[src/rtl/cla_pkg.sv]
// Shared definitions for the pipelined carry-lookahead adder/subtractor.
package cla_pkg;

    localparam logic OP_ADD = 1'b0;
    localparam logic OP_SUB = 1'b1;

    typedef struct packed {
        logic C;
        logic V;
        logic N;
        logic Z;
    } cla_flags_t;

    function automatic int num_groups(input int width, input int group);
        return width / group;
    endfunction

    // Pipeline stage that resolves lookahead group grp (groups split evenly, low first).
    function automatic int stage_of(input int grp, input int stages, input int ng);
        return ((grp + 1) * stages - 1) / ng;
    endfunction

    function automatic int last_group(input int stage, input int stages, input int ng);
        return ((stage + 1) * ng) / stages - 1;
    endfunction

endpackage

[src/rtl/cla_pipe_adder_if.sv]
// Operand/result handshake bundle; master drives operands and consumes results.
interface cla_pipe_adder_if #(
    parameter int WIDTH = 16
) ();
    logic             in_valid;
    logic             in_ready;
    logic             op_sub;
    logic [WIDTH-1:0] A;
    logic [WIDTH-1:0] B;
    logic             C_in;
    logic             out_valid;
    logic             out_ready;
    logic [WIDTH-1:0] S;
    logic             C_out;
    logic             V;
    logic             N;
    logic             Z;

    modport master (
        output in_valid, op_sub, A, B, C_in, out_ready,
        input  in_ready, out_valid, S, C_out, V, N, Z
    );

    modport slave (
        input  in_valid, op_sub, A, B, C_in, out_ready,
        output in_ready, out_valid, S, C_out, V, N, Z
    );
endinterface

[src/rtl/cla_group.sv]
// GROUP-bit lookahead block: local sum plus group generate/propagate.
module cla_group #(
    parameter int GROUP = 4
) (
    input  logic [GROUP-1:0] a,
    input  logic [GROUP-1:0] b,
    input  logic             c_in,
    output logic [GROUP-1:0] s,
    output logic             G,
    output logic             P
);
    logic [GROUP-1:0] g;
    logic [GROUP-1:0] p;
    logic [GROUP:0]   c;
    logic [GROUP:0]   gg;

    assign g = a & b;
    assign p = a ^ b;

    // gg is the carry chain with zero carry-in, whose top bit is the group generate.
    always_comb begin
        c     = '0;
        gg    = '0;
        c[0]  = c_in;
        for (int i = 0; i < GROUP; i++) begin
            c[i+1]  = g[i] | (p[i] & c[i]);
            gg[i+1] = g[i] | (p[i] & gg[i]);
        end
    end

    assign s = p ^ c[GROUP-1:0];
    assign G = gg[GROUP];
    assign P = &p;
endmodule

[src/rtl/cla_pipe_adder.sv]
// Pipelined carry-lookahead adder/subtractor; group carries are resolved a slice per stage.
module cla_pipe_adder
    import cla_pkg::*;
#(
    parameter int WIDTH  = 16,
    parameter int GROUP  = 4,
    parameter int STAGES = 2
) (
    input logic             clk,
    input logic             rst,
    cla_pipe_adder_if.slave bus
);
    localparam int NG   = num_groups(WIDTH, GROUP);
    localparam int LAST = STAGES - 1;

    if ((WIDTH % GROUP) != 0 || STAGES < 1 || STAGES > NG) begin : g_param_check
        $error("cla_pipe_adder: need WIDTH %% GROUP == 0 and 1 <= STAGES <= WIDTH/GROUP");
    end

    logic [STAGES-1:0] vld;
    logic [STAGES-1:0] load;
    logic [STAGES-1:0] c_q;
    logic [STAGES-1:0] res_c;
    logic [WIDTH-1:0]  a_q     [STAGES];
    logic [WIDTH-1:0]  bx_q    [STAGES];
    logic [WIDTH-1:0]  sum_q   [STAGES];
    logic [WIDTH-1:0]  res_sum [STAGES];
    logic [WIDTH-1:0]  grp_sum;
    logic              in_ready;
    logic              accept;

    // Each group reads the register of the stage that owns it; the first group of a
    // stage takes that stage's pending carry.
    for (genvar k = 0; k < NG; k++) begin : g_grp
        localparam int ST   = stage_of(k, STAGES, NG);
        localparam bit HEAD = (k == 0) || (stage_of(k - 1, STAGES, NG) != ST);
        logic             cin;
        logic             cout;
        logic             gen;
        logic             prop;
        logic [GROUP-1:0] s;

        if (HEAD) begin : g_head
            assign cin = c_q[ST];
        end else begin : g_chain
            assign cin = g_grp[k-1].cout;
        end

        cla_group #(.GROUP(GROUP)) u_group (
            .a    (a_q[ST][k*GROUP +: GROUP]),
            .b    (bx_q[ST][k*GROUP +: GROUP]),
            .c_in (cin),
            .s    (s),
            .G    (gen),
            .P    (prop)
        );

        assign cout                        = gen | (prop & cin);
        assign grp_sum[k*GROUP +: GROUP]   = s;
    end

    function automatic logic [WIDTH-1:0] stage_mask(input int st);
        logic [WIDTH-1:0] m;
        m = '0;
        for (int k = 0; k < NG; k++) begin
            if (stage_of(k, STAGES, NG) == st) m = m | (WIDTH'({GROUP{1'b1}}) << (k * GROUP));
        end
        return m;
    endfunction

    for (genvar st = 0; st < STAGES; st++) begin : g_res
        localparam logic [WIDTH-1:0] MASK = stage_mask(st);
        assign res_sum[st] = (sum_q[st] & ~MASK) | (grp_sum & MASK);
        assign res_c[st]   = g_grp[last_group(st, STAGES, NG)].cout;
    end

    // Backpressure ripples from out_ready toward the input so a full pipe can still stream.
    always_comb begin
        load       = '0;
        load[LAST] = !vld[LAST] || bus.out_ready;
        for (int st = LAST - 1; st >= 0; st--) load[st] = !vld[st] || load[st+1];
    end

    assign in_ready     = !rst && load[0];
    assign accept       = bus.in_valid && in_ready;
    assign bus.in_ready = in_ready;

    // Stage boundary: valid bits
    always_ff @(posedge clk or posedge rst) begin
        if (rst) begin
            vld <= '0;
        end else begin
            if (load[0]) vld[0] <= accept;
            for (int st = 1; st < STAGES; st++) begin
                if (load[st]) vld[st] <= vld[st-1];
            end
        end
    end

    // Stage boundary: operands, partial sums and pending carry
    always_ff @(posedge clk) begin
        if (load[0]) begin
            a_q[0]   <= bus.A;
            bx_q[0]  <= (bus.op_sub == OP_SUB) ? ~bus.B : bus.B;
            c_q[0]   <= bus.C_in ^ bus.op_sub;
            sum_q[0] <= '0;
        end
        for (int st = 1; st < STAGES; st++) begin
            if (load[st]) begin
                a_q[st]   <= a_q[st-1];
                bx_q[st]  <= bx_q[st-1];
                c_q[st]   <= res_c[st-1];
                sum_q[st] <= res_sum[st-1];
            end
        end
    end

    cla_flags_t       flags;
    logic [WIDTH-1:0] s_out;

    always_comb begin
        s_out   = vld[LAST] ? res_sum[LAST] : '0;
        flags.C = vld[LAST] && res_c[LAST];
        flags.N = s_out[WIDTH-1];
        flags.Z = vld[LAST] && (s_out == '0);
        flags.V = vld[LAST] && (a_q[LAST][WIDTH-1] == bx_q[LAST][WIDTH-1])
                            && (s_out[WIDTH-1] != a_q[LAST][WIDTH-1]);
    end

    assign bus.out_valid = vld[LAST];
    assign bus.S         = s_out;
    assign bus.C_out     = flags.C;
    assign bus.V         = flags.V;
    assign bus.N         = flags.N;
    assign bus.Z         = flags.Z;
endmodule

[src/flat_wrapper.sv]
// flat-port wrapper written by rule: the top's interface ports become plain ports
module cla_pipe_adder_flat import cla_pkg::*;
#(
    parameter int WIDTH  = 16,
    parameter int GROUP  = 4,
    parameter int STAGES = 2
)
  (clk, rst, bus_in_valid, bus_op_sub, bus_A, bus_B, bus_C_in, bus_out_ready, bus_in_ready, bus_out_valid, bus_S, bus_C_out, bus_V, bus_N, bus_Z);
  cla_pipe_adder_if #(.WIDTH(WIDTH)) bus_i ();
  input logic clk;
  input logic rst;
  input wire logic [$bits(bus_i.in_valid)-1:0] bus_in_valid;
  input wire logic [$bits(bus_i.op_sub)-1:0] bus_op_sub;
  input wire logic [$bits(bus_i.A)-1:0] bus_A;
  input wire logic [$bits(bus_i.B)-1:0] bus_B;
  input wire logic [$bits(bus_i.C_in)-1:0] bus_C_in;
  input wire logic [$bits(bus_i.out_ready)-1:0] bus_out_ready;
  output wire logic [$bits(bus_i.in_ready)-1:0] bus_in_ready;
  output wire logic [$bits(bus_i.out_valid)-1:0] bus_out_valid;
  output wire logic [$bits(bus_i.S)-1:0] bus_S;
  output wire logic [$bits(bus_i.C_out)-1:0] bus_C_out;
  output wire logic [$bits(bus_i.V)-1:0] bus_V;
  output wire logic [$bits(bus_i.N)-1:0] bus_N;
  output wire logic [$bits(bus_i.Z)-1:0] bus_Z;
  assign bus_i.in_valid = bus_in_valid;
  assign bus_i.op_sub = bus_op_sub;
  assign bus_i.A = bus_A;
  assign bus_i.B = bus_B;
  assign bus_i.C_in = bus_C_in;
  assign bus_i.out_ready = bus_out_ready;
  assign bus_in_ready = bus_i.in_ready;
  assign bus_out_valid = bus_i.out_valid;
  assign bus_S = bus_i.S;
  assign bus_C_out = bus_i.C_out;
  assign bus_V = bus_i.V;
  assign bus_N = bus_i.N;
  assign bus_Z = bus_i.Z;
  cla_pipe_adder #(.WIDTH(WIDTH), .GROUP(GROUP), .STAGES(STAGES)) u_core (.clk(clk), .rst(rst), .bus(bus_i));
endmodule
[config.mk]
export PLATFORM = sky130hd
export DESIGN_NAME = cla_pipe_adder_flat
export DESIGN_NICKNAME = d
export VERILOG_FILES = /design/src/rtl/cla_pkg.sv /design/src/rtl/cla_pipe_adder_if.sv /design/src/rtl/cla_group.sv /design/src/rtl/cla_pipe_adder.sv /design/src/flat_wrapper.sv
export SDC_FILE = /design/constraint.sdc
export NUM_CORES = 1
export LEC_CHECK = 0
export ABC_CLOCK_PERIOD_IN_PS = 3400
export CORE_ASPECT_RATIO = 1.2
export CORE_MARGIN = 3
export CORE_UTILIZATION = 46
export DETAILED_ROUTE_END_ITERATION = 7
export GPL_TIMING_DRIVEN = 0
export PLACE_DENSITY = 0.88
export REMOVE_ABC_BUFFERS = 1
export SLEW_MARGIN = 10
export SYNTH_ARGS = -nofsm -noshare
export SYNTH_HDL_FRONTEND = slang
export SYNTH_HIERARCHICAL = 1
export SYNTH_SLANG_ARGS = --single-unit
export TNS_END_PERCENT = 20
[constraint.sdc]
create_clock -name clk -period 3.4 [get_ports clk]
set_input_delay 0.68 -clock clk [delete_from_list [all_inputs] [get_ports clk]]
set_output_delay 0.68 -clock clk [all_outputs]
set_load 0.005 [all_outputs]
# After elaboration in Yosys (flattened, before gate mapping)
# Memory sizes are Yosys's and may differ from the RTL's.
# Index checks and enable logic that the tools add are counted.
# totals
regBits,4
ramBits,96
inputBits,38
output_inout_bits,22
wordCells,103
n_memories,3
# classes
n_eq_ne,2
mux,6
n_bitwise,72
reduce_logical,16
# mem_list
name,words,word_bits,read_ports,rd_ports_with_merged_regs,write_ports,line_no,rtl
u_core.a_q,2,16,2,0,2,cla_pipe_adder.sv:24,logic [WIDTH-1:0] a_q [STAGES];
u_core.bx_q,2,16,2,0,2,cla_pipe_adder.sv:25,logic [WIDTH-1:0] bx_q [STAGES];
u_core.sum_q,2,16,2,0,2,cla_pipe_adder.sv:26,logic [WIDTH-1:0] sum_q [STAGES];
# ops
operator,count
16-bit two-way mux,2
4-bit bitwise XOR,8
1-bit bitwise AND,28
1-bit bitwise OR,28
4-bit bitwise AND,4
16-bit logical NOT,1
16-bit inverter,1
16-bit by 8-bit bitwise OR with 16-bit output,1
8-bit by 16-bit bitwise OR with 16-bit output,1
4-bit AND reduction,4
1-bit logical AND,6
1-bit two-way mux,4
1-bit logical NOT,3
1-bit logical OR,2
1-bit == test,1
1-bit != test,1
1-bit bitwise XOR,1

# Logic depth before layout (Yosys ltp)
# Gate-level depths: netlist of run 1.
# An unclocked memory read counts as a cell.
# depth
word_depth,20
mapped_depth,13
mapped_depth_nobuf,13

# Hierarchy
# The synthesis of run 1 kept the hierarchy.
# modules_own_cells
mod,instances,cells_each,area_per_inst_um2,seq_area_each_um2
cla_pipe_adder,1,120,2229.6,1791.7
cla_group,4,18,165.2,0.0

# Worst setup path before layout of run 1
# No wires, ideal clock.
# synth_timing
kind,register -> output
startpoint,"memory u_core.a_q[1][10], in the netlist u_core/a_q[0][26]"
endpoint,output bus_V
arrival_time_ns,2.890
required_time_ns,2.720
path_slack_ns,-0.170
stages_incl_launch_ff,12
cell_sequence,edfxtp_1 > ha_1 > and4_1 > a21o_1 > inv_1 > fa_1 > inv_1 > fa_1 > fa_1 > xor2_1 > or3b_1 > a21boi_1
# synth_rtl
item,line_no,rtl
"start, declared",cla_pipe_adder.sv:24,
"end, declared",flat_wrapper.sv:22,output wire logic [$bits(bus_i.V)-1:0] bus_V;

==> results.md, run 1 <==
- Outcome: finished with violations
- Failing checks: setup timing
- FF+latch count, synth: 60
- Ranking of synthesized cells by area: edfxtp_1 60%, fa_1 8.3%, ha_1 6.9%, xor2_1 6.4%, and2_1 3.2%
- CTS Hold Bufs: 0
- Internal: between 1500 and 2000 uW
- Worst vdd ir: between 0.5 and 0.6 mV
- Critical path peak fanout: 3
- Initial Util: between 40% and 50%
- Most frequent cell after synthesis: edfxtp_1
- Net Sw Power: 510 uW
- Slew @ Worst Pin: a little over 0.9 ns
- Met2 routed wirelength: 2570 um
- Initial antenna violation count: 0
- DIE AREA: slightly above 0.007 mm2
- Worst-skew pair later-pin latency: roughly 0.32 ns
- Synth Warn #: 6
- Max_cap viols: 0
- GPL Wtd Cong: between 0.8 and 0.9
- Die Y: slightly above 90 um
- Final WL: approximately 4600 um
- Final setup vio count: 6
- Crit-path leading delay family: adder cells
- Layout cell share with drive strength beyond 1: between 10 and 15%
- Met1 WL: around 1800 um
- DRT iter0 DRCs: 40
- Worst-path clk slew: ~0.060 ns
- Rel. slew slack: slightly below 40%
- Antenna fix cells: 0
- EDFF count, synth: 58
- CTS tree: yes
- Worst path cell trace: ha_1 -> and4_1 -> a21o_1 -> inv_1 -> fa_1 -> inv_1 -> fa_2 -> fa_2 -> xor2_2 -> buf_4 -> nor4b_4 -> nand4_1 -> nor4_2 -> buf_2
- Finished Cell Area: roughly 0.0038 mm2
- Largest net degree at the start of global routing: 35
- R2r setup slk: between 0.7 and 0.8 ns
- Startpoint Class: flop
- WL/cell: ~13 um
- Req. time, crit path: 2.72 ns
- # clock sinks: 60
- Worst hold start: u_core/bx_q[0][15]
- Min cycle time layout: ~4.1 ns
- WS Path Type: flop to output port
- Uppermost layer routed: met4
- Sequential area share after synthesis: between 60% and 70%
- DP HPWL: approximately 3700 um
- Leak Pwr: between 0.0015 and 0.002 uW
- Core Box Area: 0.00605 mm2
- Netlist cell types: 26
- Placed inst area: roughly 0.0035 mm2
- FF-to-FF End: u_core/sum_q[0][7]
- Final WS setup: -0.746 ns
- Switching share of power: roughly 25%
- Vias per cell: between 4 and 5
- Worst R2R Path Depth: 10
- Top cell type's share of synthesized area: between 60 and 70%
- Worst slack, placed: -0.911 ns
- Initial DRT Pass Iterations: 4
- Die W: between 70 and 80 um
- Synth area leader: edfxtp_1
- WHS Endpoint: u_core/bx_q[0][31]
- TritonCTS buffer count: 9
- Hold Vio Cnt, Final: 0
- Total grt overflow: 0
- Worst path max stage delay: 0.39 ns
- NumNets Final: approximately 330
- Root Driver: clkbuf_8
- Vias in the first global route: approximately 1700
- Clock power share: approximately 28%
- Longest Clk Path Bufs: 2
- Worst R2R Start: u_core/a_q[0][1]
- Max Fclk: 0.241 GHz
- Global Route Usage Sum: 14.1%
- Area Overhead vs Synth: 31.0%
- Row Count: 31
- Mapped Area: between 0.002 and 0.003 mm2
- Hold depth: 0
- Most used flip-flop cell after synthesis: edfxtp_1
- Worst hold path class: flop to flop
- Buf/Inv on CP: 4
- Wire length on met3: roughly 220 um
- Final antenna-violating net count: 0
- Filler instances: between 400 and 500
- RSZ-0062 raised after global routing: true
- Syn Area/Cell: ~15 um2
- Most frequent cells after synthesis: 58 x edfxtp_1, 23 x inv_1, 21 x xor2_1, 16 x ha_1, 15 x and2_1
- Critical Path Slowest Stage Cell: edfxtp_1
- Fin crit share: 122%
- # DRC: 0
- Asr flop ratio synth: between 3 and 4%
- CTS H-tree lvls: 3
- Syn Inst Count: 192
- Part of the power in combinational logic: 23.0%
- Pins Over Slew Limit: 0
- First-pass GRT wire length: ~7600 um
- WP depth: 14
- I/O pin cnt: 60
- Critical Path AT: ~3.5 ns
- Crit. End Element: output port
- PD cells: 542 mW/mm2
- Via count: between 1500 and 2000
- Power share of the sequential group: approximately half
- Port Buffers: just under 60
- Clk_skew: 0.00678 ns
## flip-flops by register name, summed over array words and instances, names as in the netlist
name and flops:
u_core/sum_q 8, u_core/bx_q 24, u_core/c_q 2, u_core/vld 2
u_core/a_q 24
## timing repair
action	in CTS	in global routing
endpoints found under the setup margin	7	8
resized for setup	16	3
buffers inserted	5	0
pin swaps	2	0
## cells by family after synthesis
family / share of synthesized area [%]
flops: 62.0
simple gates: 8.61
buf+inv: 4.16
fa+ha+maj: 15.2
xor+xnor: 6.36
compound gates: 3.64
## layer usage
layer  up-vias  GRT usage [%]
met3         4           4.57
met5         -              0
met2        39           25.4
li1        810              -
met4         0           7.00
met1       765           14.5
## power groups by stage
stage          clock [uW]  sequential (uW)  combinational, uW
6_report              583              995                473
5_1_grt               640             1010                535
4_1_cts               604              998                480
3_5_place_dp            0             1010                464
3_3_place_gp            0             1010                437
2_1_floorplan           0              992                244
## metrics by stage
step	power (uW)	hold slack [ns]	utilization (%)	std cells	setup TNS, ns
floorplan	1240	0.400	-	187	-0.239
global placement	1440	0.401	58.7	328	-2.85
detailed placement	1480	0.405	58.7	328	-3.21
CTS	2080	0.418	62.5	349	-2.68
global route	2180	0.423	62.6	349	-3.54
finish	2050	0.417	62.6	349	-2.39
## worst max-delay path by stage
stage | start | to
finish | u_core/a_q[0][26] | bus_Z
floorplan | u_core/a_q[0][26] | bus_V
global route | u_core/a_q[0][26] | bus_Z
detailed placement | u_core/a_q[0][25] | bus_Z
global placement | u_core/a_q[0][25] | bus_Z
CTS | u_core/a_q[0][26] | bus_Z
## layout make-up
class                      instances  area [um2]  share of cell area (%)
tap                               82         103                    2.71
timing repair buffer              64         617                    16.3
clock inverter                     5        52.6                    1.39
sequential                        60        1790                    47.3
multi-input combinational        104        1010                    26.6
clock buffer                      11         131                    3.47
inverter                          23        86.3                    2.28
## cells in the final DEF (no fill, tap or decap), types with 2 or more instances in the layout
| master | n |
|---|---|
| a21o_1 | 3 |
| a21oi_1 | 10 |
| and2_1 | 15 |
| and4_1 | 4 |
| buf_2 | 2 |
| buf_4 | 5 |
| clkbuf_1 | 2 |
| clkbuf_8 | 9 |
| clkdlybuf4s50_1 | 52 |
| clkinv_2 | 3 |
| dfrtp_1 | 2 |
| dlygate4sd2_1 | 3 |
| edfxtp_1 | 58 |
| fa_1 | 10 |
| fa_2 | 2 |
| ha_1 | 15 |
| inv_1 | 22 |
| nand2_1 | 4 |
| nor2b_1 | 2 |
| nor4_1 | 2 |
| o21ai_1 | 4 |
| xor2_1 | 20 |
(Power assumes the default switching activity.)
==> inputs of run 2 (changes only) <==
Settings changed: GPL_ROUTABILITY_DRIVEN from default to 0.
==> results of run 2 <==
The final DEF is identical to that of run 1; final timing and power are the same.
